[src/rtl/video_pattern_pkg.sv]
// Shared definitions for the parametrised video test pattern generator:
// pattern mode encodings, the colour bar table and a counter-width helper.
package video_pattern_pkg;

  typedef enum logic [1:0] {
    MODE_BARS  = 2'd0,
    MODE_RAMP  = 2'd1,
    MODE_CHECK = 2'd2,
    MODE_SOLID = 2'd3
  } mode_e;

  localparam int NUM_BARS = 8;

  // Bar colours as {R,G,B} on/off flags, left to right across the line.
  function automatic logic [2:0] bar_flags(input logic [2:0] idx);
    case (idx)
      3'd0:    return 3'b111;  // white
      3'd1:    return 3'b110;  // yellow
      3'd2:    return 3'b011;  // cyan
      3'd3:    return 3'b010;  // green
      3'd4:    return 3'b101;  // magenta
      3'd5:    return 3'b100;  // red
      3'd6:    return 3'b001;  // blue
      default: return 3'b000;  // black
    endcase
  endfunction

  // Bits needed to hold any value in 0..max_val (never less than 1).
  function automatic int count_width(input int max_val);
    return (max_val < 1) ? 1 : $clog2(max_val + 1);
  endfunction

endpackage

[src/rtl/video_timing_core.sv]
// Raster timing: h/v counters, sync and data-enable decode, idle handling
// and the end-of-line / end-of-frame strobes. Decodes are combinational.
module video_timing_core
  import video_pattern_pkg::*;
#(
  parameter  int H_ACTIVE = 1920,
  parameter  int H_FP     = 88,
  parameter  int H_SYNC   = 44,
  parameter  int H_BP     = 148,
  parameter  int V_ACTIVE = 1080,
  parameter  int V_FP     = 4,
  parameter  int V_SYNC   = 5,
  parameter  int V_BP     = 36,
  localparam int H_TOTAL  = H_ACTIVE + H_FP + H_SYNC + H_BP,
  localparam int V_TOTAL  = V_ACTIVE + V_FP + V_SYNC + V_BP,
  localparam int HW       = count_width(H_TOTAL),
  localparam int VW       = count_width(V_TOTAL)
) (
  input  logic          pixel_clock,
  input  logic          reset,
  input  logic          enable,
  output logic [HW-1:0] h,
  output logic [VW-1:0] v,
  output logic          active,
  output logic          hsync_on,
  output logic          vsync_on,
  output logic          line_end,
  output logic          frame_wrap
);

  localparam logic [HW-1:0] H_LAST   = HW'(H_TOTAL - 1);
  localparam logic [HW-1:0] H_ACT    = HW'(H_ACTIVE);
  localparam logic [HW-1:0] HS_BEGIN = HW'(H_ACTIVE + H_FP);
  localparam logic [HW-1:0] HS_END   = HW'(H_ACTIVE + H_FP + H_SYNC);
  localparam logic [VW-1:0] V_LAST   = VW'(V_TOTAL - 1);
  localparam logic [VW-1:0] V_ACT    = VW'(V_ACTIVE);
  localparam logic [VW-1:0] VS_BEGIN = VW'(V_ACTIVE + V_FP);
  localparam logic [VW-1:0] VS_END   = VW'(V_ACTIVE + V_FP + V_SYNC);

  if (H_TOTAL < 2 || V_TOTAL < 2) begin : g_bad_total
    $error("video_timing_core: H_TOTAL and V_TOTAL must both be at least 2");
  end

  // NOTE: sequential state uses non-blocking assignments so every register
  // samples pre-edge values, independent of statement order.
  always_ff @(posedge pixel_clock or posedge reset) begin
    if (reset) begin
      h <= '0;
      v <= '0;
    end else if (!enable) begin
      h <= '0;
      v <= '0;
    end else if (line_end) begin
      h <= '0;
      v <= (v == V_LAST) ? '0 : v + 1'b1;
    end else begin
      h <= h + 1'b1;
    end
  end

  assign line_end   = (h == H_LAST);
  assign frame_wrap = line_end && (v == V_LAST);
  assign active     = (h < H_ACT) && (v < V_ACT);
  assign hsync_on   = (h >= HS_BEGIN) && (h < HS_END);
  assign vsync_on   = (v >= VS_BEGIN) && (v < VS_END);

endmodule

[src/rtl/video_pattern_gen.sv]
// Parametrised DVI/HDMI test pattern generator: raster timing plus four
// frame-synchronous patterns, all outputs registered one cycle after timing.
module video_pattern_gen
  import video_pattern_pkg::*;
#(
  parameter int H_ACTIVE = 1920,
  parameter int H_FP     = 88,
  parameter int H_SYNC   = 44,
  parameter int H_BP     = 148,
  parameter int V_ACTIVE = 1080,
  parameter int V_FP     = 4,
  parameter int V_SYNC   = 5,
  parameter int V_BP     = 36,
  parameter int SYNC_POL = 1,
  parameter int BPC      = 8,
  parameter int CHK_LOG2 = 5
) (
  input  logic             pixel_clock,
  input  logic             reset,
  input  logic             enable,
  input  logic [1:0]       mode,
  input  logic [3*BPC-1:0] solid_rgb,
  output logic             video_hsync,
  output logic             video_vsync,
  output logic             video_den,
  output logic [3*BPC-1:0] video_pixel,
  output logic             frame_start,
  output logic [15:0]      frame_count
);

  localparam int   H_TOTAL  = H_ACTIVE + H_FP + H_SYNC + H_BP;
  localparam int   V_TOTAL  = V_ACTIVE + V_FP + V_SYNC + V_BP;
  localparam int   HW       = count_width(H_TOTAL);
  localparam int   VW       = count_width(V_TOTAL);
  localparam int   BAR_W    = (H_ACTIVE / NUM_BARS < 1) ? 1 : H_ACTIVE / NUM_BARS;
  localparam int   BW       = count_width(BAR_W);
  localparam logic [BW-1:0] BAR_LAST = BW'(BAR_W - 1);
  localparam logic SYNC_ON  = (SYNC_POL != 0);
  localparam logic SYNC_OFF = ~SYNC_ON;

  if (CHK_LOG2 < 0 || CHK_LOG2 >= HW || CHK_LOG2 >= VW || BPC < 1) begin : g_bad_param
    $error("video_pattern_gen: CHK_LOG2 must index inside both counters, BPC >= 1");
  end

  logic [HW-1:0]    h;
  logic [VW-1:0]    v;
  logic             active, hsync_on, vsync_on, line_end, frame_wrap;
  mode_e            mode_q;
  logic [3*BPC-1:0] solid_q;
  logic [BW-1:0]    bar_pos;
  logic [2:0]       bar_idx;
  logic [2:0]       flags;
  logic [BPC-1:0]   ramp;
  logic [3*BPC-1:0] pattern;

  video_timing_core #(
    .H_ACTIVE (H_ACTIVE), .H_FP (H_FP), .H_SYNC (H_SYNC), .H_BP (H_BP),
    .V_ACTIVE (V_ACTIVE), .V_FP (V_FP), .V_SYNC (V_SYNC), .V_BP (V_BP)
  ) u_timing (
    .pixel_clock (pixel_clock),
    .reset       (reset),
    .enable      (enable),
    .h           (h),
    .v           (v),
    .active      (active),
    .hsync_on    (hsync_on),
    .vsync_on    (vsync_on),
    .line_end    (line_end),
    .frame_wrap  (frame_wrap)
  );

  // Bar index tracks h by counting BAR_W-pixel segments; it saturates on the
  // last bar so that bar absorbs any remainder of H_ACTIVE.
  always_ff @(posedge pixel_clock or posedge reset) begin
    if (reset) begin
      bar_pos <= '0;
      bar_idx <= '0;
    end else if (!enable || line_end) begin
      bar_pos <= '0;
      bar_idx <= '0;
    end else if (bar_pos == BAR_LAST) begin
      bar_pos <= '0;
      if (bar_idx != 3'd7) bar_idx <= bar_idx + 3'd1;
    end else begin
      bar_pos <= bar_pos + 1'b1;
    end
  end

  assign flags = bar_flags(bar_idx);
  assign ramp  = BPC'(h) + BPC'(frame_count);

  // NOTE: pattern gets a default before the case so no path leaves it
  // unassigned, which would otherwise infer a latch.
  always_comb begin
    pattern = '0;
    case (mode_q)
      MODE_BARS:  pattern = {{BPC{flags[2]}}, {BPC{flags[1]}}, {BPC{flags[0]}}};
      MODE_RAMP:  pattern = {3{ramp}};
      MODE_CHECK: pattern = (h[CHK_LOG2] ^ v[CHK_LOG2]) ? '1 : '0;
      MODE_SOLID: pattern = solid_q;
    endcase
  end

  // Output stage; mode and colour are only sampled while idle or on the
  // frame wrap so a frame never mixes two patterns.
  always_ff @(posedge pixel_clock or posedge reset) begin
    if (reset) begin
      video_den   <= 1'b0;
      video_hsync <= SYNC_OFF;
      video_vsync <= SYNC_OFF;
      video_pixel <= '0;
      frame_start <= 1'b0;
      frame_count <= '0;
      mode_q      <= MODE_BARS;
      solid_q     <= '0;
    end else if (!enable) begin
      video_den   <= 1'b0;
      video_hsync <= SYNC_OFF;
      video_vsync <= SYNC_OFF;
      video_pixel <= '0;
      frame_start <= 1'b0;
      mode_q      <= mode_e'(mode);
      solid_q     <= solid_rgb;
    end else begin
      video_den   <= active;
      video_hsync <= hsync_on ? SYNC_ON : SYNC_OFF;
      video_vsync <= vsync_on ? SYNC_ON : SYNC_OFF;
      video_pixel <= active ? pattern : '0;
      frame_start <= (h == '0) && (v == '0);
      if (frame_wrap) begin
        frame_count <= frame_count + 16'd1;
        mode_q      <= mode_e'(mode);
        solid_q     <= solid_rgb;
      end
    end
  end

endmodule

[config.mk]
export PLATFORM = sky130hd
export DESIGN_NAME = video_pattern_gen
export DESIGN_NICKNAME = d
export VERILOG_FILES = /design/src/rtl/video_pattern_pkg.sv /design/src/rtl/video_timing_core.sv /design/src/rtl/video_pattern_gen.sv
export SDC_FILE = /design/constraint.sdc
export NUM_CORES = 1
export LEC_CHECK = 0
export CAP_MARGIN = 20
export CORE_MARGIN = 2
export CORE_UTILIZATION = 34
export CTS_BUF_LIST = sky130_fd_sc_hd__clkbuf_16
export DETAILED_ROUTE_END_ITERATION = 16
export PLACE_DENSITY = 0.64
export SLEW_MARGIN = 20
export SYNTH_ARGS = -nofsm -noshare
export SYNTH_HDL_FRONTEND = slang
export SYNTH_HIERARCHICAL = 1
export SYNTH_SLANG_ARGS = --single-unit
export TNS_END_PERCENT = 20
[constraint.sdc]
create_clock -name pixel_clock -period 3.6 [get_ports pixel_clock]
set_input_delay 0.9 -clock pixel_clock [delete_from_list [all_inputs] [get_ports pixel_clock]]
set_output_delay 0.9 -clock pixel_clock [all_outputs]
set_load 0.005 [all_outputs]
==> results by group, run 1 <==
Clock network
  – Clock sinks: 104
  – Post-CTS setup buffer count: 0
  – Clock latency on the worst-skew pair: 0.35 ns
  – Cts bufs inserted: 9
  – Reg clk slew, reported paths: 0.07 ns
  – CTS max path bufs: 2
  – Hold_buf cts: 0
  – CTS tree: built
  – H-tree depth: 3
  – Post-CTS sizing: 0
  – Root buffer cell: clkbuf_16

Power
  – Sequential power share: 51.2%
  – Static leakage: 0.002708 µW
  – Net switching power: 580.4 µW
  – Peak supply drop: 270.1 µV
  – Logic pwr share: 10.1%
  – Switching share of power: 23.42%
  – Clock share of power: 38.7%
  – Internal power: 1898 µW
  – Pwr dens: 398.9 mW/mm²

STA
  – Post-layout min period: 2.988 ns
  – FMAX: 334.6 MHz
  – Max Slew Vio Count: 0
  – Clk_skew: 0.008365 ns
  – Setup tns final: 0 ns
  – Relative slew slack: 33.95%
  – # setup viols final: 0
  – Fin crit share: 83.01%
  – Unrepaired setup endpoints after global routing: false
  – Measured slew at the worst slew-check pin: 0.9801 ns
  – Final Hold Violating Endpoints: 0

Placement
  – Placer Congestion: 0.8322
  – PortBufs: 72
  – Dpl hpwl: 8425 µm

Global routing
  – Number of global-route vias before repair: 3809
  – GRT Overall Usage: 15.23%
  – Largest net degree at the start of global routing: 44
  – First-pass GRT wire length: 19090 µm
  – Grt ovf: 0
  – Initial antenna violation count: 0

Detailed routing
  – Vias: 3760
  – DR vias/cell: 5.208
  – Post-DR wirelength/cell: 15.93 µm
  – Initial drt markers: 304
  – Routed WL: 11500 µm
  – Drt pass-1 iters: 4
  – DRC: 0
  – Detail Route Antenna Nets: 0

Yosys
  – Synth Area per Inst: 10.84 µm²
  – Post-synth EDFFs: 0
  – Sequential fraction of the synthesis area: 51.99%
  – Post-Syn Area: 0.005006 mm²
  – Post-Syn Nets: 510
  – Ys flop type: dfrtp_1
  – Asr flop ratio synth: 100.0%
  – Synthesized flop and latch total: 104
  – Synth Instances: 462
  – Netlist cell types: 49
  – Yosys synthesis warning count: 6

Setup path
  – CP Cell Sequence: or4b_4, or3_4, nor2_1, nand2_1, or3_4, or2_4, nor2_1, xor2_1
  – Slowest cell on the critical path: or4b_4
  – Critical Path AT: 3.26 ns
  – Worst Path Required: 3.87 ns
  – CP max FO: 14
  – R2R setup slack: 0.61 ns
  – Crit end category: register
  – Startpoint Class: register
  – Critical path class: reg -> reg
  – Max incr delay on CP: 0.59 ns

Die
  – Die height: 125.3 µm
  – Area of the die: 0.01571 mm²
  – I/O pin count: 73
  – Initial Util: 34.57%
  – Die Wd: 125.3 µm
  – Core Region: 0.01448 mm²
  – Core Rows: 44

Outcome
  – Outcome: finished clean

Worst hold path
  – Hold Crit Class: reg -> reg

Final layout
  – P&R area growth vs syn: 24.12%
  – Finished Core Util: 42.91%
  – Most frequent cells in the layout: 104 x dfrtp_1, 72 x clkdlybuf4s50_1, 45 x a21oi_1
  – Layout cell share with drive strength beyond 1: 10.59%
  – Final Net Count: 581
  – Filler Cell Count: 1344
  – Commonest non-fill, non-tap cell in the layout: dfrtp_1
  – Antenna fix cells: 0

Flow run
  – MaxCap Viol Count: 0
[cell type report]
| type | count | area, µm² | area share [%] |
|---|---|---|---|
| Clock inverter | 7 | 65.06 | 1.047 |
| Timing Repair Buffer | 76 | 763.2 | 12.28 |
| Tap cell | 184 | 230.2 | 3.705 |
| Sequential cell | 104 | 2603 | 41.88 |
| Multi-Input combinational cell | 330 | 2281 | 36.71 |
| Clock buffer | 9 | 225.2 | 3.625 |
| Inverter | 12 | 46.29 | 0.7451 |
[stage by stage]
stage | total power (µW) | std cells | worst slack (ns) | hold WS (ns) | area [µm²]
final | 2479 | 722 | 0.6118 | 0.4681 | 6213
after global routing | 2589 | 722 | 0.3708 | 0.4879 | 6213
after floorplan | 1412 | 462 | 0.6199 | 0.4251 | 5006
after CTS | 2511 | 722 | 0.6174 | 0.4642 | 6213
after detailed placement | 1547 | 706 | 0.6384 | 0.4556 | 5923
after global placement | 1541 | 706 | 0.6762 | 0.4434 | 5923
[kinds of logic (layout without fill, tap and decap cells)]
kind of cell / Yosys count / count (layout) / synth area share (%)
AOI/OAI and AO/OA: 93 / 93 / 12.22
xor gates and xnor gates: 35 / 35 / 6.123
adders and majority gates: 19 / 19 / 4.899
buffers and inverters: 28 / 104 / 2.449
DFF: 104 / 104 / 51.99
muxes: 28 / 28 / 6.273
and+or+nand+nor: 155 / 155 / 16.05
[registers in the layout, indices dropped and copies added (netlist names), 2 cells and up]
name / flops
solid_q: 24
video_pixel: 24
frame_count: 16
u_timing/h: 12
u_timing/v: 11
bar_pos: 8
bar_idx: 3
mode_q: 2
[cell usage after synthesis, drive strengths merged, types with 3 or more instances]
| cell type | number | area share (%) |
|---|---|---|
| a211oi | 3 | 0.45 |
| a21o | 5 | 0.75 |
| a21oi | 45 | 4.5 |
| a31oi | 5 | 0.62 |
| and2 | 5 | 0.67 |
| and3 | 6 | 0.75 |
| buf | 6 | 0.80 |
| clkbuf | 10 | 0.75 |
| dfrtp | 104 | 52 |
| ha | 18 | 4.5 |
| inv | 12 | 0.90 |
| mux2 | 27 | 6.1 |
| nand2 | 37 | 2.8 |
| nand3 | 17 | 1.7 |
| nand4 | 13 | 1.6 |
| nor2 | 33 | 2.5 |
| nor2b | 5 | 0.62 |
| nor3 | 8 | 0.80 |
| nor4 | 9 | 1.1 |
| o211ai | 7 | 1.0 |
| o21ai | 11 | 1.1 |
| o31ai | 5 | 0.75 |
| o41ai | 4 | 1.5 |
| or2 | 3 | 0.42 |
| or3 | 8 | 1.2 |
| xnor2 | 17 | 3.0 |
| xor2 | 18 | 3.1 |
[worst paths after layout]
kind	from	endpoint	cells after the start
worst min register to register	bar_pos[0]	bar_pos[0]	1
max in group asynchronous	reset	bar_pos[5]	3
worst max-delay path	u_timing/h[5]	frame_count[15]	8
worst max register to register	u_timing/h[5]	frame_count[15]	8
worst min-delay path	bar_pos[0]	bar_pos[0]	1
min in group asynchronous	reset	video_vsync	2
[power groups by stage]
stage	sequential, µW	clock (µW)	combinational [µW]
5_1_grt	1280	1030	277
4_1_cts	1270	985	256
2_1_floorplan	1280	0	133
3_3_place_gp	1290	0	250
3_5_place_dp	1290	0	255
6_report	1270	958	251
[routing by layer]
| metal | vias up | GRT usage, % | routed length, µm |
|---|---|---|---|
| met5 | - | 0 | 0 |
| met4 | 0 | 8.039 | 388 |
| met3 | 30 | 3.252 | 467 |
| met2 | 93 | 24.39 | 5557 |
| met1 | 1842 | 19.44 | 5088 |
| li1 | 1795 | - | - |
[critical path, delay by kind of cell, from the launching register on]
kind | cells | cell delay (ns)
xor+xnor | 1 | 0.15
flops | 1 | 0.48
simple gates | 7 | 2.28
(Power assumes the default switching activity.)
==> inputs of run 2 (changes only) <==
--- a/config.mk
+++ b/config.mk
@@ -10,7 +10,7 @@
 export CORE_UTILIZATION = 34
 export CTS_BUF_LIST = sky130_fd_sc_hd__clkbuf_16
 export DETAILED_ROUTE_END_ITERATION = 16
-export PLACE_DENSITY = 0.64
+export PLACE_DENSITY = 0.66
 export SLEW_MARGIN = 20
 export SYNTH_ARGS = -nofsm -noshare
 export SYNTH_HDL_FRONTEND = slang
==> constraint.sdc (replaced) <==
create_clock -name pixel_clock -period 2.4 [get_ports pixel_clock]
set_input_delay 0.6 -clock pixel_clock [delete_from_list [all_inputs] [get_ports pixel_clock]]
set_output_delay 0.6 -clock pixel_clock [all_outputs]
set_load 0.005 [all_outputs]
==> results by group, run 2 (synthesis gave the netlist of run 1 again) <==
Outcome
  – Outcome: finished with violations
  – Violated checks: setup timing

Worst hold path
  – Min-delay src: bar_pos[0]
  – Hold Crit Class: reg -> reg

Clock network
  – Reg clk slew, reported paths: 0.07 ns
  – CTS tree: built
  – CTS max path bufs: 2
  – H-tree depth: 3
  – Clock latency on the worst-skew pair: 0.36 ns
  – Hold_buf cts: 0
  – Clock sinks: 104
  – Root buffer cell: clkbuf_16
  – Cts bufs inserted: 9

STA
  – Setup tns final: -0.1342 ns
  – Relative slew slack: 28.50%
  – # setup viols final: 6
  – Fin worst setup slack: -0.03537 ns
  – FMAX: 410.6 MHz
  – Measured slew at the worst slew-check pin: 1.063 ns
  – Post-layout min period: 2.435 ns
  – Clk_skew: 0.007640 ns
  – Fin crit share: 101.5%
  – Unrepaired setup endpoints after global routing: true
  – Max Slew Vio Count: 0
  – Final Hold Violating Endpoints: 0

Global routing
  – Number of global-route vias before repair: 3950
  – Met1 usage: 20.64%
  – Largest net degree at the start of global routing: 60
  – First-pass GRT wire length: 20090 µm
  – Initial antenna violation count: 0
  – Grt ovf: 0
  – GR peak layer: met2
  – Grt met2 use: 26.69%
  – GRT Overall Usage: 16.09%
  – Met3 usage: 4.193%

Final layout
  – Layout cell share with drive strength beyond 1: 18.64%
  – Commonest non-fill, non-tap cell in the layout: dfrtp_1
  – Filler Cell Count: 1281
  – Biggest registers after layout: solid_q: 24 flops, video_pixel: 24 flops, frame_count: 16 flops
  – Reg area: 0.002605 mm²
  – Multi-input logic area: 0.002411 mm²
  – Antenna fix cells: 0
  – P&R area growth vs syn: 33.49%
  – Most frequent cells in the layout: 102 x dfrtp_1, 72 x clkdlybuf4s50_1, 45 x a21oi_1
  – Final Net Count: 617
  – Final instance area: 0.006683 mm²

Setup path
  – Critical Path Source: u_timing/v[8]
  – Startpoint Class: register
  – CP max FO: 3
  – Critical Path AT: 2.71 ns
  – Worst Path Required: 2.67 ns
  – Critical path class: reg -> reg
  – Crit end category: register
  – Reg2reg start: u_timing/v[8]

Power
  – Static leakage: 0.002986 µW
  – Switching share of power: 23.20%
  – Net switching power: 906.2 µW
  – Logic pwr share: 11.0%
  – Pwr dens: 584.6 mW/mm²
  – Total design power: 3907 µW
  – Peak supply drop: 435.8 µV
  – Internal power: 3000 µW
  – Sequential power share: 48.6%
  – Clock share of power: 40.4%

Die
  – Die Wd: 125.3 µm
  – Die height: 125.3 µm
  – Core Rows: 44
  – Initial Util: 34.57%
  – Area of the die: 0.01571 mm²
  – Core Region: 0.01448 mm²
  – I/O pin count: 73

Detailed routing
  – Initial drt markers: 183
  – Routed WL: 12220 µm
  – Detail Route Antenna Nets: 0
  – DRC: 0
  – Post-DR wirelength/cell: 16.11 µm
  – Vias: 3865
  – Drt pass-1 iters: 4
  – DR vias/cell: 5.099

Placement
  – Dpl hpwl: 8578 µm
  – Placed cell area: 0.006295 mm²
  – Pre-CTS setup slack: -0.08866 ns
  – Placer Congestion: 0.8789
  – PortBufs: 72

Flow run
  – MaxCap Viol Count: 0
==> run 2: changes by cell type in the layout (fill, tap and decap cells not counted), sizes merged <==
cell	change
inv	-2
buf	+36
bufinv	+1
clkinvlp	+1
==> run 2: power by group through the flow <==
stage                     logic (µW)  clock network, µW  registers (µW)
after CTS                        435               1610            1900
after global routing             470               1690            1910
final                            429               1580            1900
after detailed placement         431                  0            1930
after floorplan                  226                  0            1920
after global placement           423                  0            1930
==> run 2: per-stage QoR <==
step | cells | hold WS, ns | utilization (%)
after floorplan | 462 | 0.4251 | -
after global placement | 740 | 0.4420 | 43.48
after detailed placement | 740 | 0.4583 | 43.48
after CTS | 756 | 0.4676 | 45.77
after global routing | 758 | 0.4977 | 46.15
final | 758 | 0.4623 | 46.15
==> run 2: metal layers <==
metal  wire length, µm  vias to the layer above
li1                  -                     1875
met1              5510                     1917
met2              6046                       58
met3               438                       15
met4               220                        0
met5                 0                        -
==> run 2: what timing repair did <==
item,in CTS,in global routing
gates resized for setup,3,9
setup endpoints to repair,6,39
setup buffers,0,2
pin swaps,5,6
==> run 2: critical path, cell delays in order (launching register included) <==
cell      delay (ns)
dfrtp_1         0.39
buf_6           0.12
or4_4           0.53
o21ai_2         0.15
and3b_1         0.17
and2_4          0.16
o41ai_4         0.07
or3b_1          0.38
mux2_4          0.29
o211ai_1        0.09
==> run 2: area by class of cell <==
| cell class | instances | area share (%) |
|---|---|---|
| well taps | 184 | 3.445 |
| clock inverters | 7 | 1.442 |
| inverters | 12 | 0.7302 |
| clock buffers | 9 | 3.370 |
| multi-input cells | 330 | 36.08 |
| flip-flops and latches | 104 | 38.98 |
| repair buffers | 112 | 15.95 |
==> run 2: final timing paths <==
kind,endpoint,slack (ns),depth (start not counted)
worst min-delay path,bar_pos[0],0.46,1
max in group asynchronous,video_vsync,1.20,3
worst max register to register,video_pixel[7],-0.04,9
min in group asynchronous,video_hsync,0.60,2
worst min register to register,bar_pos[0],0.46,1
worst max-delay path,video_pixel[7],-0.04,9
